$ cat config.mk
export PLATFORM = sky130hd
export DESIGN_NAME = ahb_lite_cmd_master
export DESIGN_NICKNAME = d
export VERILOG_FILES = /design/src/rtl/ahb_lite_pkg.sv /design/src/rtl/ahb_rsp_fifo.sv /design/src/rtl/ahb_lite_cmd_master.sv
export SDC_FILE = /design/constraint.sdc
export NUM_CORES = 1
export LEC_CHECK = 0
export CAP_MARGIN = 20
export CORE_MARGIN = 4
export CORE_UTILIZATION = 50
export CTS_BUF_LIST = sky130_fd_sc_hd__clkbuf_16
export CTS_CLUSTER_DIAMETER = 150
export CTS_CLUSTER_SIZE = 20
export DETAILED_ROUTE_END_ITERATION = 10
export PLACE_DENSITY = 0.85
export SYNTH_ARGS = -nofsm -noshare
export SYNTH_HDL_FRONTEND = slang
export SYNTH_SLANG_ARGS = --single-unit
$ cat constraint.sdc
create_clock -name HCLK -period 3.9 [get_ports HCLK]
set_clock_uncertainty 0.05 [all_clocks]
set_input_delay 0.585 -clock HCLK [delete_from_list [all_inputs] [get_ports HCLK]]
set_output_delay 0.585 -clock HCLK [all_outputs]
set_load 0.005 [all_outputs]
$ cat src/rtl/ahb_lite_pkg.sv
// ---------------------------------------------------------------------------
// ahb_lite_pkg
// Shared AHB-Lite encodings and the response record used by the command
// master, its response FIFO and the slave-side checkers.
//   HTRANS_IDLE / HTRANS_NONSEQ : the only transfer types this master issues
//   HSIZE_WORD                  : every transfer is a 32-bit word
//   HRESP_OKAY / HRESP_ERROR    : slave response encodings
//   ahb_rsp_t                   : {write, rdata, error} for one completed transfer
// ---------------------------------------------------------------------------
package ahb_lite_pkg;

  localparam logic [1:0] HTRANS_IDLE   = 2'b00;
  localparam logic [1:0] HTRANS_NONSEQ = 2'b10;
  localparam logic [2:0] HSIZE_WORD    = 3'b010;
  localparam logic       HRESP_OKAY    = 1'b0;
  localparam logic       HRESP_ERROR   = 1'b1;

  typedef struct packed {
    logic        write;
    logic [31:0] rdata;
    logic        error;
  } ahb_rsp_t;

endpackage

$ cat src/rtl/ahb_rsp_fifo.sv
// ---------------------------------------------------------------------------
// ahb_rsp_fifo
// Small circular FIFO holding completed-transfer responses until the
// consumer takes them. DEPTH must be a power of two so the pointers wrap
// naturally. The head entry reads as all-zero while the FIFO is empty.
//   clk_i, rst_ni  : clock, asynchronous active-low reset
//   push_i, wdata_i: write one response (caller guarantees room)
//   pop_i          : consume the head entry (ignored when empty)
//   valid_o        : FIFO not empty
//   rdata_o        : head entry
// ---------------------------------------------------------------------------
module ahb_rsp_fifo
  import ahb_lite_pkg::*;
#(
  parameter int unsigned DEPTH = 2
) (
  input  logic     clk_i,
  input  logic     rst_ni,
  input  logic     push_i,
  input  ahb_rsp_t wdata_i,
  input  logic     pop_i,
  output logic     valid_o,
  output ahb_rsp_t rdata_o
);

  localparam int unsigned AW = (DEPTH > 1) ? $clog2(DEPTH) : 1;

  ahb_rsp_t        mem_q [DEPTH];
  logic [AW-1:0]   wr_ptr_q, wr_ptr_d;
  logic [AW-1:0]   rd_ptr_q, rd_ptr_d;
  logic [AW:0]     count_q, count_d;
  logic            do_pop;

  assign valid_o = (count_q != '0);
  assign do_pop  = pop_i && valid_o;
  assign rdata_o = valid_o ? mem_q[rd_ptr_q] : '0;

  // Pointer and occupancy bookkeeping; a push and pop on the same edge
  // leave the count unchanged.
  always_comb begin
    wr_ptr_d = wr_ptr_q;
    rd_ptr_d = rd_ptr_q;
    count_d  = count_q;
    if (push_i) begin
      wr_ptr_d = wr_ptr_q + AW'(1);
    end
    if (do_pop) begin
      rd_ptr_d = rd_ptr_q + AW'(1);
    end
    unique case ({push_i, do_pop})
      2'b10:   count_d = count_q + (AW+1)'(1);
      2'b01:   count_d = count_q - (AW+1)'(1);
      default: count_d = count_q;
    endcase
  end

  // Control state register; reset empties the FIFO so stale entries vanish.
  always_ff @(posedge clk_i or negedge rst_ni) begin
    if (!rst_ni) begin
      wr_ptr_q <= '0;
      rd_ptr_q <= '0;
      count_q  <= '0;
    end else begin
      wr_ptr_q <= wr_ptr_d;
      rd_ptr_q <= rd_ptr_d;
      count_q  <= count_d;
    end
  end

  // Storage needs no reset: entries are only visible once counted.
  always_ff @(posedge clk_i) begin
    if (push_i) begin
      mem_q[wr_ptr_q] <= wdata_i;
    end
  end

endmodule

$ cat src/rtl/ahb_lite_cmd_master.sv
// ---------------------------------------------------------------------------
// ahb_lite_cmd_master
// AHB-Lite initiator turning a valid/ready command stream into single-word
// transfers, overlapping the address phase of the next transfer with the
// data phase of the current one. Completed transfers come back in issue
// order on a buffered valid/ready response stream.
//   HCLK, HRESETn          : clock, asynchronous active-low reset
//   cmd_valid/cmd_ready    : command handshake
//   cmd_write/addr/wdata   : command fields
//   rsp_valid/rsp_ready    : response handshake
//   rsp_write/rdata/error  : response fields (rdata is 0 for writes)
//   HADDR/HTRANS/HWRITE/HSIZE/HWDATA : AHB-Lite master outputs
//   HREADY/HRESP/HRDATA    : AHB-Lite slave-side inputs
// ---------------------------------------------------------------------------
module ahb_lite_cmd_master
  import ahb_lite_pkg::*;
#(
  parameter int unsigned RSP_DEPTH = 2
) (
  input  logic        HCLK,
  input  logic        HRESETn,
  input  logic        cmd_valid,
  output logic        cmd_ready,
  input  logic        cmd_write,
  input  logic [31:0] cmd_addr,
  input  logic [31:0] cmd_wdata,
  output logic        rsp_valid,
  input  logic        rsp_ready,
  output logic        rsp_write,
  output logic [31:0] rsp_rdata,
  output logic        rsp_error,
  output logic [31:0] HADDR,
  output logic [1:0]  HTRANS,
  output logic        HWRITE,
  output logic [2:0]  HSIZE,
  output logic [31:0] HWDATA,
  input  logic        HREADY,
  input  logic        HRESP,
  input  logic [31:0] HRDATA
);

  localparam int unsigned CW = $clog2(RSP_DEPTH) + 1;

  // Address phase registers
  logic          addr_v_q,     addr_v_d;
  logic [31:0]   haddr_q,      haddr_d;
  logic          hwrite_q,     hwrite_d;
  logic [31:0]   addr_wdata_q, addr_wdata_d;
  // Data phase registers
  logic          data_v_q,     data_v_d;
  logic          data_write_q, data_write_d;
  logic [31:0]   hwdata_q,     hwdata_d;
  // Accepted-but-not-popped transfers
  logic [CW-1:0] in_flight_q,  in_flight_d;

  logic          accept;
  logic          addr_done;
  logic          data_done;
  logic          pop;
  ahb_rsp_t      push_rsp;
  ahb_rsp_t      head_rsp;

  // Capping in_flight at RSP_DEPTH reserves a FIFO slot for every transfer
  // on the bus, so a completing data phase can always be pushed.
  assign cmd_ready = (in_flight_q < CW'(RSP_DEPTH)) && (!addr_v_q || HREADY);
  assign accept    = cmd_valid && cmd_ready;
  assign addr_done = addr_v_q && HREADY;
  assign data_done = data_v_q && HREADY;
  assign pop       = rsp_valid && rsp_ready;

  assign HADDR  = haddr_q;
  assign HTRANS = addr_v_q ? HTRANS_NONSEQ : HTRANS_IDLE;
  assign HWRITE = hwrite_q;
  assign HSIZE  = HSIZE_WORD;
  assign HWDATA = hwdata_q;

  assign push_rsp = '{write: data_write_q,
                      rdata: data_write_q ? 32'h0 : HRDATA,
                      error: HRESP};

  // Pipeline advance: one HREADY edge ends the data phase and moves the
  // address phase into it. HWDATA only changes when a write enters the
  // data phase, so it stays put through wait states and during reads.
  always_comb begin
    addr_v_d     = addr_v_q;
    haddr_d      = haddr_q;
    hwrite_d     = hwrite_q;
    addr_wdata_d = addr_wdata_q;
    data_v_d     = data_v_q;
    data_write_d = data_write_q;
    hwdata_d     = hwdata_q;
    in_flight_d  = in_flight_q;

    if (HREADY) begin
      data_v_d = addr_v_q;
    end
    if (addr_done) begin
      addr_v_d     = 1'b0;
      data_write_d = hwrite_q;
      if (hwrite_q) begin
        hwdata_d = addr_wdata_q;
      end
    end
    if (accept) begin
      addr_v_d     = 1'b1;
      haddr_d      = cmd_addr & ~32'h3;
      hwrite_d     = cmd_write;
      addr_wdata_d = cmd_wdata;
    end

    unique case ({accept, pop})
      2'b10:   in_flight_d = in_flight_q + CW'(1);
      2'b01:   in_flight_d = in_flight_q - CW'(1);
      default: in_flight_d = in_flight_q;
    endcase
  end

  // State register; reset drops every transfer in flight.
  always_ff @(posedge HCLK or negedge HRESETn) begin
    if (!HRESETn) begin
      addr_v_q     <= 1'b0;
      haddr_q      <= '0;
      hwrite_q     <= 1'b0;
      addr_wdata_q <= '0;
      data_v_q     <= 1'b0;
      data_write_q <= 1'b0;
      hwdata_q     <= '0;
      in_flight_q  <= '0;
    end else begin
      addr_v_q     <= addr_v_d;
      haddr_q      <= haddr_d;
      hwrite_q     <= hwrite_d;
      addr_wdata_q <= addr_wdata_d;
      data_v_q     <= data_v_d;
      data_write_q <= data_write_d;
      hwdata_q     <= hwdata_d;
      in_flight_q  <= in_flight_d;
    end
  end

  ahb_rsp_fifo #(
    .DEPTH (RSP_DEPTH)
  ) u_rsp_fifo (
    .clk_i   (HCLK),
    .rst_ni  (HRESETn),
    .push_i  (data_done),
    .wdata_i (push_rsp),
    .pop_i   (pop),
    .valid_o (rsp_valid),
    .rdata_o (head_rsp)
  );

  assign rsp_write = head_rsp.write;
  assign rsp_rdata = head_rsp.rdata;
  assign rsp_error = head_rsp.error;

endmodule

# Yosys cells after proc, flatten, opt, wreduce, memory -nomap -nowiden
# Memories as Yosys holds them, arrays and structs flattened.
# Cells that the tools add are included.
# totals
ff_bits	104
ram_bits	68
in_bits	103
elab_cells	45
n_memories	1
# memory_table
name	depth	width	read_ports	rd_clocked_by_memory_dff	write_ports	line_no	rtl
u_rsp_fifo.mem_q	2	34	1	0	1	ahb_rsp_fifo.sv:28	ahb_rsp_t mem_q [DEPTH];
# op_classes
n_addsub	6
n_lt_le_gt_ge	1
n_eq_ne	4
mux	9
n_reduce_logical	13
# ops
op	n
34-bit two-way mux	1
32-bit two-way mux	1
2-bit case mux with 2 select lines	2
2-bit nonzero test	4
1-bit logical AND	6
2-bit by 1-bit adder with 2-bit output, second input constant	2
2-bit by 1-bit equality test with 1-bit output, second input constant	2
2-bit equality test, second input constant	2
1-bit two-way mux	4
2-bit by 1-bit subtractor with 2-bit output, second input constant	2
1-bit adder, second input constant	2
2-bit less-than comparator, second input constant	1
2-bit two-way mux	1
2-bit AND reduction	1
1-bit logical NOT	1
1-bit logical OR	1

# Logic depth before layout (Yosys ltp)
# Gate-level depths: netlist of run 1.
# logic_depth
word_depth	6
ltp_mapped	8
ltp_nobuf	7

# Cells and area by module
# From an unflattened synthesis of run 1, not the netlist that was laid out.
# unflattened
cells_unflattened	427
area_unflattened_um2	7124.3
# modules_own_cells
mod	n_inst	cells_each	area_per_inst_um2	seq_area_each_um2
ahb_lite_cmd_master	1	267	4360.4	2502.4
ahb_rsp_fifo	1	160	2763.9	2142.1

# Worst setup path after synthesis of run 1
# OpenSTA, ideal clock, no wires.
# synth_path
path_kind	input -> register
from	input HREADY
to	memory u_rsp_fifo.mem_q[0][0] in the netlist's numbering (enable)
setup_time_ps	425
arrival_ps	2122
required_time_ps	3425
slack_ps	1303
stages	2
path_buffers	0
cell_sequence	nand2_1 > nor2_1
# synth_between
elab_chain_len	3
# synth_lines
item	line_no	rtl
start, declared	ahb_lite_cmd_master.sv:37	input logic HREADY,
1-bit logical AND	ahb_lite_cmd_master.sv:68	assign data_done = data_v_q && HREADY;
1-bit two-way mux	ahb_rsp_fifo.sv:72	if (push_i) begin
1-bit two-way mux (implied by the code)	ahb_rsp_fifo.sv:73	mem_q[wr_ptr_q] <= wdata_i;
end, declared	ahb_rsp_fifo.sv:28	
# No other way between the ends.

# Final worst setup path of run 1
# layout_path
from	register u_rsp_fifo.rd_ptr_q
to	output rsp_rdata[2]
# layout_between
elab_chain_len	2
# layout_lines
item	line_no	rtl
start, declared	ahb_rsp_fifo.sv:30	logic [AW-1:0] rd_ptr_q, rd_ptr_d;
start signal, assigned	ahb_rsp_fifo.sv:65	rd_ptr_q <= rd_ptr_d;
memory 2 x 34 bit	--	
34-bit two-way mux	ahb_rsp_fifo.sv:36	assign rdata_o = valid_o ? mem_q[rd_ptr_q] : '0;
end, declared	ahb_lite_cmd_master.sv:30	output logic [31:0] rsp_rdata,
# No other way between the ends.

==> results.sh, run 1 <==
export IMPL_synth_seq_cells=172
export IMPL_vias=4074
export IMPL_dp_hpwl_um=9990
export IMPL_antenna_found_initial=0
export IMPL_cellPowerDensity_nw_per_um2=767
export IMPL_finalNetCount=735
export IMPL_clock_path_buffers=2
export IMPL_hold_violations=0
export IMPL_drcViolationCount=0
export IMPL_cp_end_kind="output port"
export IMPL_fin_area_um2=9530
export IMPL_synthTopCellsByArea="dfrtp_1 (38%), edfxtp_1 (30%), mux2_2 (15%)"
export IMPL_rsz0062_at_grt="false"
export IMPL_clockPowerShare=0.220
export IMPL_switching_share=0.275
export IMPL_internal_power_mw=5.30
export IMPL_drv_slew=0
export IMPL_drtAntennaViolNets=0
export IMPL_finalSetupViolCount=0
export IMPL_viasPerCell=4.99
export IMPL_routedWlPerCell_um=17.7
export IMPL_instances_no_fill=817
export IMPL_grt_max_degree=83
export IMPL_grt_overflow=0
export IMPL_coreArea_um2=13300
export IMPL_gp_congestion=0.761
export IMPL_cts_tree="built"
export IMPL_max_slew_worst_pin_slew_ns=1.07
export IMPL_final_util=0.717
export IMPL_ir_worst_vdd_mv=0.421
export IMPL_dpl_cell_area_um2=8920
export IMPL_portBuffers=200
export IMPL_p_leak_nw=3.84
export IMPL_syn_area_um2=6820
export IMPL_yosysSeqAreaShare=0.681
export IMPL_layout_drive_gt1_share=0.212
export IMPL_initial_core_util=0.513
export IMPL_hold_path_class="reg2reg"
export IMPL_route_final_wire_length_um=14400
export IMPL_antennaDiodeCount=0
export IMPL_drv_cap=0
export IMPL_total_power_mw=7.31
export IMPL_io_pins=209
export IMPL_drt_first_pass_iters=4
export IMPL_fin_setup_tns_ns=0
export IMPL_crit_fanout=35
export IMPL_outcome="finished clean"
export IMPL_drtIter0Drc=216
export IMPL_crit_chain="mux2i_1, nor2_1, clkdlybuf4s50_1"
export IMPL_start_kind="register"
export IMPL_required_ns=3.26
export IMPL_fin_hold_ws_ns=0.435
export IMPL_crit_type="reg2out"
export IMPL_grt_pass1_vias=4563
export IMPL_dieArea_um2=15600
export IMPL_seqPwrFrac=0.417
export IMPL_fin_ws_ns=0.846
export IMPL_final_period_utilization=0.783
export IMPL_clk_insertion_delay_late_ns=0.41
export IMPL_critPathTopFamily="flip-flops"
export IMPL_syn_area_per_cell_um2=16.1
export IMPL_cp_slowest_cell="dfrtp_2"
export IMPL_cts_clk_slew_worst_paths_ns=0.06
export IMPL_fillers=876
export IMPL_clock_sinks=172
export IMPL_die_h_um=125
export IMPL_area_growth_pct=39.7
export IMPL_yosys_area_top_type="dfrtp_1"
export IMPL_crit_path_max_incr_delay_ns=1.07
export IMPL_syn_inst=425
export IMPL_power_switching_mw=2.01
export IMPL_crit_buf_inv=1
export IMPL_cts_root_buffer="clkbuf_16"
export IMPL_synth_distinct_cells=26
export IMPL_pre_cts_slack_ns=1.17
export IMPL_die_w_um=125
export IMPL_fin_crit_ns=3.05
export IMPL_synth_top_area_frac=0.382
export IMPL_final_cell_mix="clkdlybuf4s50_1 (199), dfrtp_1 (103), mux2_2 (90)"
export IMPL_grt_usage=0.190
export IMPL_htreeDepth=4
export IMPL_cts_buffers=17
export IMPL_num_rows=42
export IMPL_cts_resized=0
export IMPL_p_comb_frac=0.363
export IMPL_max_slew_margin_rel=0.289
export IMPL_arrival_ns=2.42
export IMPL_fmax_ghz=0.327
export IMPL_ys_warn_count=0
export IMPL_layout_commonest_cell="clkdlybuf4s50_1"
export IMPL_dp_cells=785
export IMPL_grt_pass1_wl_um=23300
==> logic make-up (layout without fill, tap and decap cells) <==
family                     after synthesis  count (layout)  synth area share
AOI/OAI and AO/OA                        1               1          0.000733
adders and majority gates                2               2           0.00367
other                                    2               6           0.00110
xor gates and xnor gates                 8               8            0.0103
and+or+nand+nor                         82              82            0.0635
DFF                                    172             172             0.681
buffers and inverters                   29             241            0.0310
muxes                                  129             129             0.209
==> final cells by class <==
cell class	instances	area, µm²	share of cell area
clock buffer	20	500	0.0525
clock inverter	10	70.1	0.00735
inverter	3	11.3	0.00118
multi-input combinational	228	1990	0.209
sequential	172	4650	0.488
tap	176	220	0.0231
timing repair buffer	208	2090	0.219
==> state kept, by name (all words and copies together) (netlist names) <==
name and flops:
data_v_q 1, u_rsp_fifo.wr_ptr_q 1, u_rsp_fifo.rd_ptr_q 1, u_rsp_fifo.count_q 2
in_flight_q 2, u_rsp_fifo.mem_q 68, HADDR 30, addr_wdata_q 32
data_write_q 1, HWRITE 1, addr_v_q 1, HWDATA 32
==> routing by layer <==
metal	GRT usage	vias to the layer above	routed length, µm
li1	-	1883	-
met1	0.218	2013	5510
met2	0.316	158	7220
met3	0.0840	20	1480
met4	0.0709	0	212
met5	0	-	0
==> path summary, 6_finish.rpt <==
check,start,depth (start not counted),endpoint,slack (ns)
worst min-delay path,addr_wdata_q[11],1,addr_wdata_q[11],0.44
worst max-delay path,u_rsp_fifo.rd_ptr_q,3,rsp_rdata[2],0.85
min in group asynchronous,HRESETn,2,HADDR[31],0.48
max in group asynchronous,HRESETn,4,addr_wdata_q[30],2.41
worst max register to register,in_flight_q[1],4,HADDR[28],1.91
worst min register to register,addr_wdata_q[11],1,addr_wdata_q[11],0.44
==> timing repair <==
item | in CTS | in global routing
hold buffers | 0 | 1
buffers inserted | 0 | 0
endpoints found under the hold margin | 0 | 8
==> power by group through the flow <==
| stage | registers [mW] | clock network (mW) | logic [mW] |
|---|---|---|---|
| floorplan | 2.92 | 0 | 1.31 |
| global placement | 3.04 | 0 | 2.57 |
| detailed placement | 3.08 | 0 | 2.68 |
| finish | 3.05 | 1.60 | 2.65 |
| global route | 3.14 | 1.72 | 2.87 |
| CTS | 3.06 | 1.64 | 2.70 |
==> worst reg2reg max path: cells and delay by family (launching register included) <==
family | cells | cell delay [ns]
buffers and inverters | 1 | 0.39
multiplexers | 1 | 0.41
AND/OR/NAND/NOR | 2 | 0.64
flip-flops | 1 | 0.40
==> cells in the mapped netlist, drive strengths merged <==
| master | count |
|---|---|
| o21ai | 1 |
| edfxtp | 68 |
| buf | 14 |
| and3 | 1 |
| mux2i | 34 |
| and2 | 1 |
| nor2 | 40 |
| clkbuf | 12 |
| nand2b | 2 |
| mux2 | 95 |
| ha | 2 |
| nand2 | 4 |
| xnor2 | 5 |
| nand3 | 1 |
| nor2b | 33 |
| conb | 2 |
| dfrtp | 104 |
| xor2 | 3 |
| inv | 3 |
No activity file was read; power rests on OpenSTA's default activity.
==> run 2, diff against run 1 <==
- CORE_UTILIZATION: 50 -> 42
- PLACE_DENSITY: 0.85 -> 0.76
- clock period: 3.9 -> 2.7 ns (I/O delays scaled with it)
==> results.sh, run 2 (same netlist as run 1, synthesis figures left out) <==
export IMPL_grt_usage=0.163
export IMPL_final_period_utilization=0.952
export IMPL_viasPerCell=4.72
export IMPL_cts_resized=0
export IMPL_cts_clk_slew_worst_paths_ns=0.07
export IMPL_fin_crit_ns=2.57
export IMPL_cts_tree="built"
export IMPL_cp_end_kind="output port"
export IMPL_layout_commonest_cell="clkdlybuf4s50_1"
export IMPL_antenna_found_initial=0
export IMPL_portBuffers=200
export IMPL_startpoint="u_rsp_fifo.rd_ptr_q"
export IMPL_clock_path_buffers=2
export IMPL_antennaDiodeCount=0
export IMPL_grt_max_degree=64
export IMPL_vias=4068
export IMPL_cellPowerDensity_nw_per_um2=1110
export IMPL_crit_type="reg2out"
export IMPL_hold_violations=0
export IMPL_clk_insertion_delay_late_ns=0.42
export IMPL_drtAntennaViolNets=0
export IMPL_initial_core_util=0.429
export IMPL_drtIter0Drc=147
export IMPL_fin_setup_tns_ns=0
export IMPL_htreeDepth=4
export IMPL_layout_drive_gt1_share=0.219
export IMPL_drv_slew=0
export IMPL_coreArea_um2=15900
export IMPL_route_final_wire_length_um=14600
export IMPL_drcViolationCount=0
export IMPL_outcome="finished clean"
export IMPL_finalSetupViolCount=0
export IMPL_dieArea_um2=18300
export IMPL_fin_hold_ws_ns=0.397
export IMPL_grtUsageMet2=0.264
export IMPL_cts_buffers=17
export IMPL_grt_overflow=0
export IMPL_top_usage_layer="met2"
export IMPL_cts_root_buffer="clkbuf_16"
export IMPL_die_h_um=135
export IMPL_grt_pass1_wl_um=23200
export IMPL_area_growth_pct=41.7
export IMPL_top_register="u_rsp_fifo.mem_q"
export IMPL_clock_sinks=172
export IMPL_finalNetCount=737
export IMPL_largest_reg_flops=68
export IMPL_hold_path_class="in2async"
export IMPL_rsz0062_at_grt="false"
export IMPL_num_rows=46
export IMPL_r2r_end="in_flight_q[1]"
export IMPL_p_leak_nw=3.88
export IMPL_worstReg2RegStart="u_rsp_fifo.count_q[0]"
export IMPL_fmax_ghz=0.389
export IMPL_gp_congestion=0.722
export IMPL_reg2reg_slack_ns=0.71
export IMPL_post_cts_setup_buffers=0
export IMPL_final_cell_mix="clkdlybuf4s50_1 (199), dfrtp_1 (103), mux2_2 (90)"
export IMPL_io_pins=209
export IMPL_crit_fanout=21
export IMPL_drv_cap=0
export IMPL_drt_first_pass_iters=4
export IMPL_dp_hpwl_um=10100
export IMPL_ir_worst_vdd_mv=0.578
export IMPL_die_w_um=135
export IMPL_crit_end="rsp_rdata[11]"
export IMPL_fillers=1258
export IMPL_grt_pass1_vias=4477
export IMPL_arrival_ns=2.12
export IMPL_gr_usage_met3=0.0773
export IMPL_cts_hold_buf=1
export IMPL_routedWlPerCell_um=16.9
export IMPL_start_kind="register"
export IMPL_rr_worst_depth=7
export IMPL_use_met1=0.189
export IMPL_required_ns=2.25
run 2: cell count changes in the layout (fill, tap and decap cells not counted), moves of 2 or more:
cell | previous run | this run
buf_12 | 0 | 4
clkinv_1 | 2 | 0
clkinv_2 | 2 | 0
bufinv_16 | 1 | 3
run 2: area by class of cell:
type	instances	area, µm²	area share
Tap cell	216	270	0.0280
Clock buffer	19	475	0.0492
Multi-Input combinational cell	228	1990	0.206
Inverter	3	11.3	0.00117
Sequential cell	172	4650	0.481
Timing Repair Buffer	210	2130	0.220
Clock inverter	13	144	0.0149
run 2: metal layers:
layer / wire length (µm) / vias to the layer above / share of wire
met5: 0 / - / 0
li1: - / 1888 / -
met4: 244 / 0 / 0.017
met3: 1510 / 20 / 0.10
met2: 7000 / 160 / 0.48
met1: 5790 / 2000 / 0.40
run 2: worst min path at each step:
stage                     cells past startpoint                to  slack, ns  startpoint
final                                         2        HWDATA[14]       0.40     HRESETn
after global routing                          2  addr_wdata_q[21]       0.43     HRESETn
after CTS                                     2        HWDATA[14]       0.39     HRESETn
after detailed placement                      1        HWDATA[14]       0.31     HRESETn
after global placement                        1  addr_wdata_q[21]       0.30     HRESETn
after floorplan                               0         HADDR[10]       0.06     HRESETn
run 2: per-stage QoR:
| stage | util | std cells | power (mW) | setup slack (ns) | area [µm²] |
|---|---|---|---|---|---|
| after floorplan | - | 429 | 6.11 | 0.283 | 6840 |
| after global placement | 0.569 | 828 | 8.19 | 0.406 | 9040 |
| after detailed placement | 0.569 | 828 | 8.36 | 0.409 | 9040 |
| after CTS | 0.608 | 861 | 10.9 | 0.0851 | 9670 |
| after global routing | 0.608 | 861 | 11.4 | 0.0111 | 9670 |
| final | 0.608 | 861 | 10.8 | 0.130 | 9670 |
run 2: power breakdown:
group          internal, mW  leakage, nW  switching (mW)
Sequential             3.75         1.86           0.514
Combinational          2.52         1.71            1.46
Clock                  1.55        0.319           0.968
Total                  7.83         3.88            2.94
run 2: worst max-delay path, stage by stage, from the launching register on:
cell	delay [ns]
dfrtp_2	0.66
buf_12	0.26
mux2i_1	0.10
nor2_1	0.14
clkdlybuf4s50_1	0.53
